<file path="config.mk">
export PLATFORM = sky130hd
export DESIGN_NAME = exec_sequencer
export DESIGN_NICKNAME = d
export VERILOG_FILES = /design/src/rtl/exec_sequencer_pkg.sv /design/src/rtl/exec_sequencer_onehot_enc.sv /design/src/rtl/exec_sequencer.sv
export SDC_FILE = /design/constraint.sdc
export NUM_CORES = 1
export LEC_CHECK = 0
export ABC_CLOCK_PERIOD_IN_PS = 3600
export BUFFER_PORTS_ARGS = -buffer_cell sky130_fd_sc_hd__buf_2
export CAP_MARGIN = 20
export CORE_AREA = 2 2 152 154
export CTS_CLUSTER_DIAMETER = 80
export DETAILED_ROUTE_END_ITERATION = 8
export DIE_AREA = 0 0 154 156
export PLACE_DENSITY_LB_ADDON = 0.2
export RECOVER_POWER = 25
export SLEW_MARGIN = 40
export SYNTH_ARGS = -nofsm -noshare
export SYNTH_HDL_FRONTEND = slang
export SYNTH_HIERARCHICAL = 1
export SYNTH_SLANG_ARGS = --single-unit
export TNS_END_PERCENT = 30
</file>
<file path="constraint.sdc">
create_clock -name clk -period 3.6 [get_ports clk]
set_clock_uncertainty 0.1 [all_clocks]
set_input_delay 0.36 -clock clk [delete_from_list [all_inputs] [get_ports clk]]
set_output_delay 0.36 -clock clk [all_outputs]
set_load 0.01 [all_outputs]
</file>
<file path="src/rtl/exec_sequencer_pkg.sv">
// Shared types for the execution sequencer: FSM state encoding, fault codes and width helpers.
package exec_sequencer_pkg;

  typedef enum logic [1:0] {
    ST_IDLE  = 2'd0,
    ST_WAIT  = 2'd1,
    ST_WRITE = 2'd2,
    ST_ERR   = 2'd3
  } state_e;

  localparam logic [1:0] ERR_NONE    = 2'd0;
  localparam logic [1:0] ERR_BAD_SEL = 2'd1;
  localparam logic [1:0] ERR_TIMEOUT = 2'd2;

  localparam int unsigned W_CNT = 32;

  // Index width that stays at least one bit wide for degenerate sizes.
  function automatic int unsigned idx_width(input int unsigned n);
    return (n > 1) ? $clog2(n) : 1;
  endfunction

endpackage

</file>
<file path="src/rtl/exec_sequencer_onehot_enc.sv">
// One-hot to binary index encoder; valid_c is set only when exactly one bit is high.
module onehot_enc
  import exec_sequencer_pkg::*;
#(
  parameter int unsigned N_UNITS = 4,
  parameter int unsigned W_IDX   = idx_width(N_UNITS)
) (
  input  logic [N_UNITS-1:0] onehot,
  output logic [W_IDX-1:0]   idx_c,
  output logic               valid_c
);

  localparam int unsigned W_POP = $clog2(N_UNITS + 1);

  logic [W_POP-1:0] pop;

  always_comb begin
    idx_c = '0;
    pop   = '0;
    for (int k = 0; k < int'(N_UNITS); k++) begin
      if (onehot[k]) begin
        idx_c = idx_c | W_IDX'(k);
        pop   = pop + W_POP'(1);
      end
    end
    valid_c = (pop == W_POP'(1));
  end

endmodule

</file>
<file path="src/rtl/exec_sequencer.sv">
// Issues one operation at a time to a selected functional unit, waits for its
// result with a timeout, and emits a single-cycle writeback.
module exec_sequencer
  import exec_sequencer_pkg::*;
#(
  parameter int unsigned N_UNITS = 4,
  parameter int unsigned W_WORD  = 32,
  parameter int unsigned W_RD    = 6,
  parameter int unsigned TIMEOUT = 1024
) (
  input  logic                        clk,
  input  logic                        rst,
  input  logic                        in_valid,
  output logic                        in_ready,
  input  logic [N_UNITS-1:0]          in_unit,
  input  logic [W_WORD-1:0]           in_d1,
  input  logic [W_WORD-1:0]           in_d2,
  input  logic [W_RD-1:0]             in_rd,
  input  logic                        in_wb,
  output logic [N_UNITS-1:0]          u_order,
  input  logic [N_UNITS-1:0]          u_accepted,
  input  logic [N_UNITS-1:0]          u_done,
  input  logic [N_UNITS*W_WORD-1:0]   u_result,
  output logic [W_WORD-1:0]           u_d1,
  output logic [W_WORD-1:0]           u_d2,
  output logic                        wb_valid,
  output logic                        wb_en,
  output logic [W_RD-1:0]             wb_rd,
  output logic [W_WORD-1:0]           wb_data,
  output logic                        err,
  output logic [1:0]                  err_code,
  input  logic                        err_clr,
  output logic [W_CNT-1:0]            issue_cnt,
  output logic [W_CNT-1:0]            busy_cnt
);

  localparam int unsigned W_IDX = idx_width(N_UNITS);
  localparam int unsigned W_TO  = (TIMEOUT > 2) ? $clog2(TIMEOUT) : 1;

  state_e               state, state_next;
  logic [W_IDX-1:0]     unit_idx, unit_idx_d;
  logic [W_RD-1:0]      rd_q, rd_d;
  logic                 wb_q, wb_d;
  logic [W_TO-1:0]      wait_cnt, wait_cnt_d;
  logic [N_UNITS-1:0]   u_order_d;
  logic [W_WORD-1:0]    u_d1_d, u_d2_d, wb_data_d;
  logic [W_RD-1:0]      wb_rd_d;
  logic                 wb_valid_d, wb_en_d, in_ready_d, err_d;
  logic [1:0]           err_code_d;
  logic [W_CNT-1:0]     issue_cnt_d, busy_cnt_d;

  logic [W_IDX-1:0]     in_idx_c;
  logic                 in_sel_ok_c;
  logic                 sel_acc_c, sel_done_c;
  logic [W_WORD-1:0]    sel_result_c;

  onehot_enc #(
    .N_UNITS (N_UNITS),
    .W_IDX   (W_IDX)
  ) u_enc (
    .onehot  (in_unit),
    .idx_c   (in_idx_c),
    .valid_c (in_sel_ok_c)
  );

  // Only the latched unit's handshake and result lanes are observed.
  always_comb begin
    sel_acc_c    = 1'b0;
    sel_done_c   = 1'b0;
    sel_result_c = '0;
    for (int k = 0; k < int'(N_UNITS); k++) begin
      if (unit_idx == W_IDX'(k)) begin
        sel_acc_c    = u_accepted[k];
        sel_done_c   = u_done[k];
        sel_result_c = u_result[k*int'(W_WORD) +: W_WORD];
      end
    end
  end

  always_ff @(posedge clk) begin
    if (rst) begin
      state     <= ST_IDLE;
      unit_idx  <= '0;
      rd_q      <= '0;
      wb_q      <= 1'b0;
      wait_cnt  <= '0;
      u_order   <= '0;
      u_d1      <= '0;
      u_d2      <= '0;
      wb_valid  <= 1'b0;
      wb_en     <= 1'b0;
      wb_rd     <= '0;
      wb_data   <= '0;
      in_ready  <= 1'b1;
      err       <= 1'b0;
      err_code  <= ERR_NONE;
      issue_cnt <= '0;
      busy_cnt  <= '0;
    end else begin
      state     <= state_next;
      unit_idx  <= unit_idx_d;
      rd_q      <= rd_d;
      wb_q      <= wb_d;
      wait_cnt  <= wait_cnt_d;
      u_order   <= u_order_d;
      u_d1      <= u_d1_d;
      u_d2      <= u_d2_d;
      wb_valid  <= wb_valid_d;
      wb_en     <= wb_en_d;
      wb_rd     <= wb_rd_d;
      wb_data   <= wb_data_d;
      in_ready  <= in_ready_d;
      err       <= err_d;
      err_code  <= err_code_d;
      issue_cnt <= issue_cnt_d;
      busy_cnt  <= busy_cnt_d;
    end
  end

  always_comb begin
    state_next  = state;
    unit_idx_d  = unit_idx;
    rd_d        = rd_q;
    wb_d        = wb_q;
    wait_cnt_d  = wait_cnt;
    u_order_d   = u_order;
    u_d1_d      = u_d1;
    u_d2_d      = u_d2;
    wb_valid_d  = 1'b0;
    wb_en_d     = 1'b0;
    wb_rd_d     = wb_rd;
    wb_data_d   = wb_data;
    err_code_d  = err_code;
    issue_cnt_d = issue_cnt;
    busy_cnt_d  = busy_cnt;

    unique case (state)
      ST_IDLE: begin
        if (in_valid) begin
          if (in_sel_ok_c) begin
            unit_idx_d  = in_idx_c;
            rd_d        = in_rd;
            wb_d        = in_wb;
            u_d1_d      = in_d1;
            u_d2_d      = in_d2;
            u_order_d   = in_unit;
            wait_cnt_d  = '0;
            issue_cnt_d = issue_cnt + W_CNT'(1);
            state_next  = ST_WAIT;
          end else begin
            err_code_d = ERR_BAD_SEL;
            state_next = ST_ERR;
          end
        end
      end
      ST_WAIT: begin
        busy_cnt_d = busy_cnt + W_CNT'(1);
        wait_cnt_d = wait_cnt + W_TO'(1);
        // Done outranks the timeout when both land in the same cycle.
        if (sel_done_c) begin
          u_order_d  = '0;
          wb_data_d  = sel_result_c;
          wb_valid_d = 1'b1;
          wb_en_d    = wb_q;
          wb_rd_d    = rd_q;
          state_next = ST_WRITE;
        end else if (wait_cnt == W_TO'(TIMEOUT - 1)) begin
          u_order_d  = '0;
          err_code_d = ERR_TIMEOUT;
          state_next = ST_ERR;
        end else if (sel_acc_c) begin
          u_order_d = '0;
        end
      end
      ST_WRITE: begin
        state_next = ST_IDLE;
      end
      ST_ERR: begin
        if (err_clr) begin
          err_code_d = ERR_NONE;
          state_next = ST_IDLE;
        end
      end
      default: state_next = ST_IDLE;
    endcase

    in_ready_d = (state_next == ST_IDLE);
    err_d      = (state_next == ST_ERR);
  end

endmodule

</file>
==> qor.txt, run 1 <==
Via-to-Cell Ratio -> 5.19
met2 Use GR -> 37.9%
compound-cell area share of the yosys netlist -> 14.5%
CP Cell Sequence -> buf_2 -> inv_1 -> ha_1 -> xnor2_1 -> inv_1 -> ha_1 -> nand3b_1 -> o32ai_2 -> nor4bb_4 -> nand4_1 -> buf_4 -> nor4_1 -> mux2_2
fillers -> 2,257
Starting Density -> 38.9%
max cap viols -> 0
Die H -> 156 um
mapped cell area -> 8710 um^2
vias -> 8,594
adder-cell area share of the yosys netlist -> 0.862%
H-tree level count -> 4
final setup fails -> 0
syn nets -> 1,230
max-slew violation count -> 0
sequential element share of the synthesized area -> 45.3%
net count reported at finish -> 1,577
critical path arrival -> 3.28 ns
FFs w/ async S/R, synth -> 0%
Core Area -> 22,400 um^2
dpl cells -> 1,622
top-area cell type share of the netlist area -> 45.3%
CP Max Fanout -> 21
worst slew pin tran -> 0.793 ns
cell accounting for the most synthesized area -> dfxtp_1
Final Cycle Share -> 85.1%
wire per inst -> 16.8 um
Total Routing Usage GR -> 21.9%
delay-heaviest family, CP -> simple AND/OR/NAND/NOR gates
Die X -> 154 um
CP endpoint kind -> register
Max clock buf depth -> 2
setup bufs post-CTS -> 0
Simple-Gate Fraction of Synth Area -> 23.2%
Most Crowded Layer GR -> met2
Max Freq -> 326 MHz
largest net degree at the start of global routing -> 97
setup_tns -> 0 ns
Multi-input gate area -> 4410 um^2
synthesis warning total -> 6
PD cells -> 423 nW/um^2
Post-CTS Hold Fix Bufs -> 0
proportion of layout cells with a drive suffix above 1 -> 29.1%
top_reg_cell synth -> dfxtp_1
Pre-antenna DRT Iters -> 5
CTS Sinks -> 197
number of I/O port buffers -> 390
Die Area -> 24,000 um^2
met3 usage -> 4.92%
CTS tree -> built
worst skew pair latency -> 0.44 ns
DP HPWL -> 20.6 mm
VDD IR max -> 0.000242 V
Register Area -> 3950 um^2
Post-synth EDFFs -> 0
worst hold-check slack -> 0.0503 ns
Leak -> 4.33 nW
DRT Wirelength -> 27.9 mm
CP max stage cell -> nor4bb_4
first-pass GRT wire length -> 41.9 mm
Inserted Clock Buffers -> 17
Post-DRT Antenna Nets -> 0
clock root buffer -> clkbuf_16
Largest stage delay, worst path -> 0.43 ns
post-synth cell types -> 50
Final Hold Fails -> 0
Synth Area per Inst -> 8.63 um^2
gr ovfl total -> 0
vias in the first global route -> 7,897
P&R area growth vs syn -> 30.5%
clock-pin slew on the worst setup and hold paths -> 0.08 ns
Final Worst Setup Slack -> 0.536 ns
Synth Register Bits -> 197
gp weighted congestion -> 0.898
crit path launch type -> input pin
DRC Markers -> 0
non-filler instance count after layout -> 1,656
RSZ-0062 raised after global routing -> false
Worst EP required -> 3.82 ns
dpl ws -> 0.0838 ns
fin crit period -> 3.06 ns
PnR Total Power -> 4.80 mW
most numerous cell in the Yosys netlist -> nand2_1
antenna violations before repair -> 4
worst min-delay path category -> in2reg
largest family of logic cells by synthesized area -> simple AND/OR/NAND/NOR gates
status -> complete, no violations
Rows -> 55
Buf+Inv Stages, Crit Path -> 4
Slew Limit Headroom -> 47.0%
Iter 0 DRT Violations -> 500
mux cell area share after synthesis -> 9.30%
Global Route met1 Usage -> 26.7%
boundary pin count -> 391
Syn Inst Count -> 1,009
Post-CTS Resized -> 0
Synth area leaders -> dfxtp_1 (45%), nand2_1 (11%), a21oi_1 (9.5%)
Crit Path Class -> in2reg
Post-Synth XOR/XNOR Area -> 2.62%
most frequent cells after synthesis -> nand2_1 (246), dfxtp_1 (197), a21oi_1 (165)
-- metrics by stage --
step	utilization [%]	instance area, um^2
2_1_floorplan	-	8710
3_5_place_dp	48.7	10900
3_3_place_gp	48.7	10900
6_report	50.8	11400
4_1_cts	51.3	11500
5_1_grt	50.8	11400
-- path summary, 6_finish.rpt --
check,slack [ns],depth (start not counted),to,startpoint
worst max-delay path,0.54,13,issue_cnt[18]$_SDFFE_PP0P_,in_unit[1]
worst min-delay path,0.05,3,u_d1[17]$_SDFFE_PP0P_,in_d1[17]
worst max register to register,1.07,4,u_order[2]$_SDFFE_PP0P_,state[0]$_SDFF_PP0_
worst min register to register,0.35,2,wb_rd[4]$_SDFFE_PP0P_,rd_q[4]$_SDFFE_PP0P_
-- flip-flops by register name (all words and copies together) (netlist names) --
name	count
state	2
in_ready	1
wb_q	1
wb_data	32
busy_cnt	32
u_d1	32
wb_rd	6
unit_idx	2
u_d2	32
wb_en	1
wb_valid	1
wait_cnt	10
u_order	4
rd_q	6
issue_cnt	32
err	1
err_code	2
-- metal layers --
| layer | share of wire, % | wire (um) | vias to the layer above |
|---|---|---|---|
| met2 | 50 | 14000 | 289 |
| met3 | 5.9 | 1640 | 36 |
| li1 | - | - | 4258 |
| met5 | 0.075 | 21 | - |
| met4 | 2.3 | 643 | 4 |
| met1 | 41 | 11500 | 4007 |
-- area by class of cell --
type	instances	area share, %
inverter	14	0.462
antenna	2	0.0440
clock inverter	14	1.21
multi-input combinational	720	38.8
tap	285	3.14
timing repair buffer	406	17.7
clock buffer	18	3.86
sequential	197	34.7
-- power by group --
part	switching (mW)	internal [mW]
sequential	0.0545	2.25
combinational	0.349	0.272
clock	0.941	0.940
total	1.34	3.46
-- tightest hold or removal path: cells and delay by family --
kind / cells / cell delay, ns
AND/OR/NAND/NOR: 1 / 0.04
AO/OA/AOI/OAI: 1 / 0.05
buffers and inverters: 1 / 0.09
-- cells in the final DEF, fill, tap and decap left out, types with 17 or more instances in the layout --
cell type	instances
nand3_1	24
mux4_2	34
clkbuf_1	92
o31ai_1	35
buf_2	297
dfxtp_1	196
nor2_1	39
clkbuf_16	17
or4_1	36
nand2_1	246
a21oi_1	165
-- logic make-up (layout without fill, tap and decap cells) --
| family | after synthesis | count (layout) |
|---|---|---|
| mux | 38 | 38 |
| compound gates | 224 | 224 |
| buf+inv | 92 | 452 |
| flops | 197 | 197 |
| fa+ha+maj | 6 | 6 |
| simple gates | 426 | 426 |
| xor+xnor | 26 | 26 |
| other cells | 0 | 2 |
No activity file was read; power rests on OpenSTA's default activity.
==> run 2: changes to the inputs <==
- ABC_CLOCK_PERIOD_IN_PS: 3600 -> unset
- HOLD_SLACK_MARGIN: unset -> 0.15
==> run 2 against run 1 <==
Net effect: sequential share of layout area shrank 2.1 points; core utilization grew 3.2 points; routed wire length grew 2.4%; first-iteration DRC count grew 1.6%; clock power is essentially flat; combinational power grew 10%; worst setup slack is essentially flat; worst hold slack gained 0.13 ns; critical endpoint unchanged; highest routed layer unchanged.
==> qor.txt, run 2 (same netlist as run 1, synthesis figures left out) <==
DRC Markers -> 0 (unchanged)
DRT Wirelength -> 28.5 mm (+2.4%)
CP endpoint kind -> register
CTS Sinks -> 197 (unchanged)
worst slew pin tran -> 0.803 ns (+0.00995 ns)
crit path launch type -> input pin
boundary pin count -> 391 (unchanged)
Worst R2R Path Depth -> 4 (unchanged)
worst skew pair latency -> 0.44 ns (about the same)
P&R area growth vs syn -> 38.8%
PnR Total Power -> 4.87 mW (+1.4%)
setup_tns -> 0 ns (unchanged)
critical path arrival -> 3.28 ns (about the same)
Max Freq -> 326 MHz (about the same)
dpl cells -> 1,622 (unchanged)
net count reported at finish -> 1,649 (+4.6%)
VDD IR max -> 0.000242 V (about the same)
Critical R2R Launch -> state[0]$_SDFF_PP0_
Core Area -> 22,400 um^2 (unchanged)
RSZ-0062 raised after global routing -> false
wire per inst -> 16.5 um (-1.9%)
Worst EP required -> 3.82 ns (about the same)
commonest non-fill, non-tap cell in the layout -> buf_2
Crit Path Class -> in2reg
Hold Path Origin -> in_unit[0]
worst min-delay path category -> in2reg
Die Area -> 24,000 um^2 (unchanged)
PD cells -> 403 nW/um^2 (-4.6%)
fin crit period -> 3.06 ns (-0.000393 ns)
gr ovfl total -> 0 (unchanged)
Via-to-Cell Ratio -> 5.16 (-0.61%)
Pre-antenna DRT Iters -> 7 (+2)
Leak -> 4.63 nW (+7.0%)
CP Max Fanout -> 21 (unchanged)
most frequent cells in the layout -> buf_2 (297), nand2_1 (246), dfxtp_1 (196), a21oi_1 (165), clkbuf_1 (92)
Final Hold Fails -> 0 (unchanged)
status -> complete, no violations
largest net degree at the start of global routing -> 97 (unchanged)
hold endpoint -> u_order[0]$_SDFFE_PP0P_
Rows -> 55 (unchanged)
Die H -> 156 um (unchanged)
flop-to-flop setup slack -> 1.04 ns (-0.03 ns)
hold path depth -> 3 (unchanged)
first-pass GRT wire length -> 43.4 mm (+3.6%)
clock root buffer -> clkbuf_16
H-tree level count -> 4 (unchanged)
Total Routing Usage GR -> 22.6% (+0.63 points)
vias -> 8,918 (+3.8%)
Iter 0 DRT Violations -> 508 (+1.6%)
antenna violations before repair -> 3 (-1)
fillers -> 2,177 (-3.5%)
Starting Density -> 38.9% (unchanged)
vias in the first global route -> 8,331 (+5.5%)
clock-pin slew on the worst setup and hold paths -> 0.08 ns (about the same)
Final Cycle Share -> 85.1% (about the same)
max cap viols -> 0 (unchanged)
Slew Limit Headroom -> 46.4% (-0.66 points)
max-slew violation count -> 0 (unchanged)
Inserted Clock Buffers -> 17 (unchanged)
DP HPWL -> 20.6 mm (unchanged)
gp weighted congestion -> 0.898 (unchanged)
final setup fails -> 0 (unchanged)
proportion of layout cells with a drive suffix above 1 -> 27.7% (-1.5 points)
Die X -> 154 um (unchanged)
number of I/O port buffers -> 390 (unchanged)
Max clock buf depth -> 2 (unchanged)
Post-DRT Antenna Nets -> 0 (unchanged)
non-filler instance count after layout -> 1,729 (+4.4%)
CTS tree -> built
FF-to-FF End -> u_order[2]$_SDFFE_PP0P_
setup bufs post-CTS -> 0 (unchanged)
[run 2: layer usage]
| metal | wire [um] | part of all wire (%) | vias to the layer above | track usage [%] |
|---|---|---|---|---|
| met2 | 14300 | 50 | 283 | 39.1 |
| li1 | - | - | 4407 | - |
| met5 | 13 | 0.046 | - | 0 |
| met1 | 11700 | 41 | 4179 | 27.2 |
| met4 | 872 | 3.1 | 2 | 9.26 |
| met3 | 1660 | 5.8 | 47 | 5.08 |
[run 2: power breakdown]
| group | total, mW | internal [mW] | leakage (nW) | switching, mW |
|---|---|---|---|---|
| combinational | 0.686 | 0.323 | 2.75 | 0.363 |
| sequential | 2.30 | 2.25 | 1.59 | 0.0548 |
| clock | 1.89 | 0.940 | 0.281 | 0.945 |
[run 2: worst max path at each step]
stage,startpoint,to,cells after the start
floorplan,in_unit[0],issue_cnt[15]$_SDFFE_PP0P_,14
global placement,in_unit[0],issue_cnt[26]$_SDFFE_PP0P_,13
finish,in_unit[1],issue_cnt[18]$_SDFFE_PP0P_,13
global route,in_unit[1],issue_cnt[24]$_SDFFE_PP0P_,13
detailed placement,in_unit[1],issue_cnt[18]$_SDFFE_PP0P_,13
CTS,in_unit[1],issue_cnt[18]$_SDFFE_PP0P_,13
[run 2: layout make-up]
class                           count  area [um^2]  area share [%]
Clock inverter                     14          138            1.14
Sequential cell                   197         3950            32.6
Tap cell                          285          357            2.95
Inverter                           14         52.6           0.435
Multi-Input combinational cell    720         4410            36.5
Timing Repair Buffer              478         2730            22.6
Antenna cell                        3         7.51          0.0621
Clock buffer                       18          439            3.63
[run 2: timing repair]
item,4_1_cts,5_1_grt
endpoints found under the hold margin,72,0
hold buffers,72,0
resized for setup,0,0
[run 2: per-stage QoR]
| step | worst slack [ns] | hold WS (ns) | utilization [%] | instance area (um^2) |
|---|---|---|---|---|
| 2_1_floorplan | 0.495 | 0.330 | - | 8710 |
| 3_3_place_gp | 0.178 | 0.337 | 48.7 | 10900 |
| 3_5_place_dp | 0.0838 | 0.344 | 48.7 | 10900 |
| 4_1_cts | 0.549 | 0.152 | 54.5 | 12200 |
| 5_1_grt | 0.295 | 0.189 | 54.0 | 12100 |
| 6_report | 0.536 | 0.177 | 54.0 | 12100 |
[run 2: worst max-delay path, stage by stage]
cell	delay (ns)
buf_2	0.13
inv_1	0.05
ha_1	0.31
xnor2_1	0.28
inv_1	0.08
ha_1	0.28
nand3b_1	0.16
o32ai_2	0.19
nor4bb_4	0.43
nand4_1	0.15
buf_4	0.24
nor4_1	0.23
mux2_2	0.37
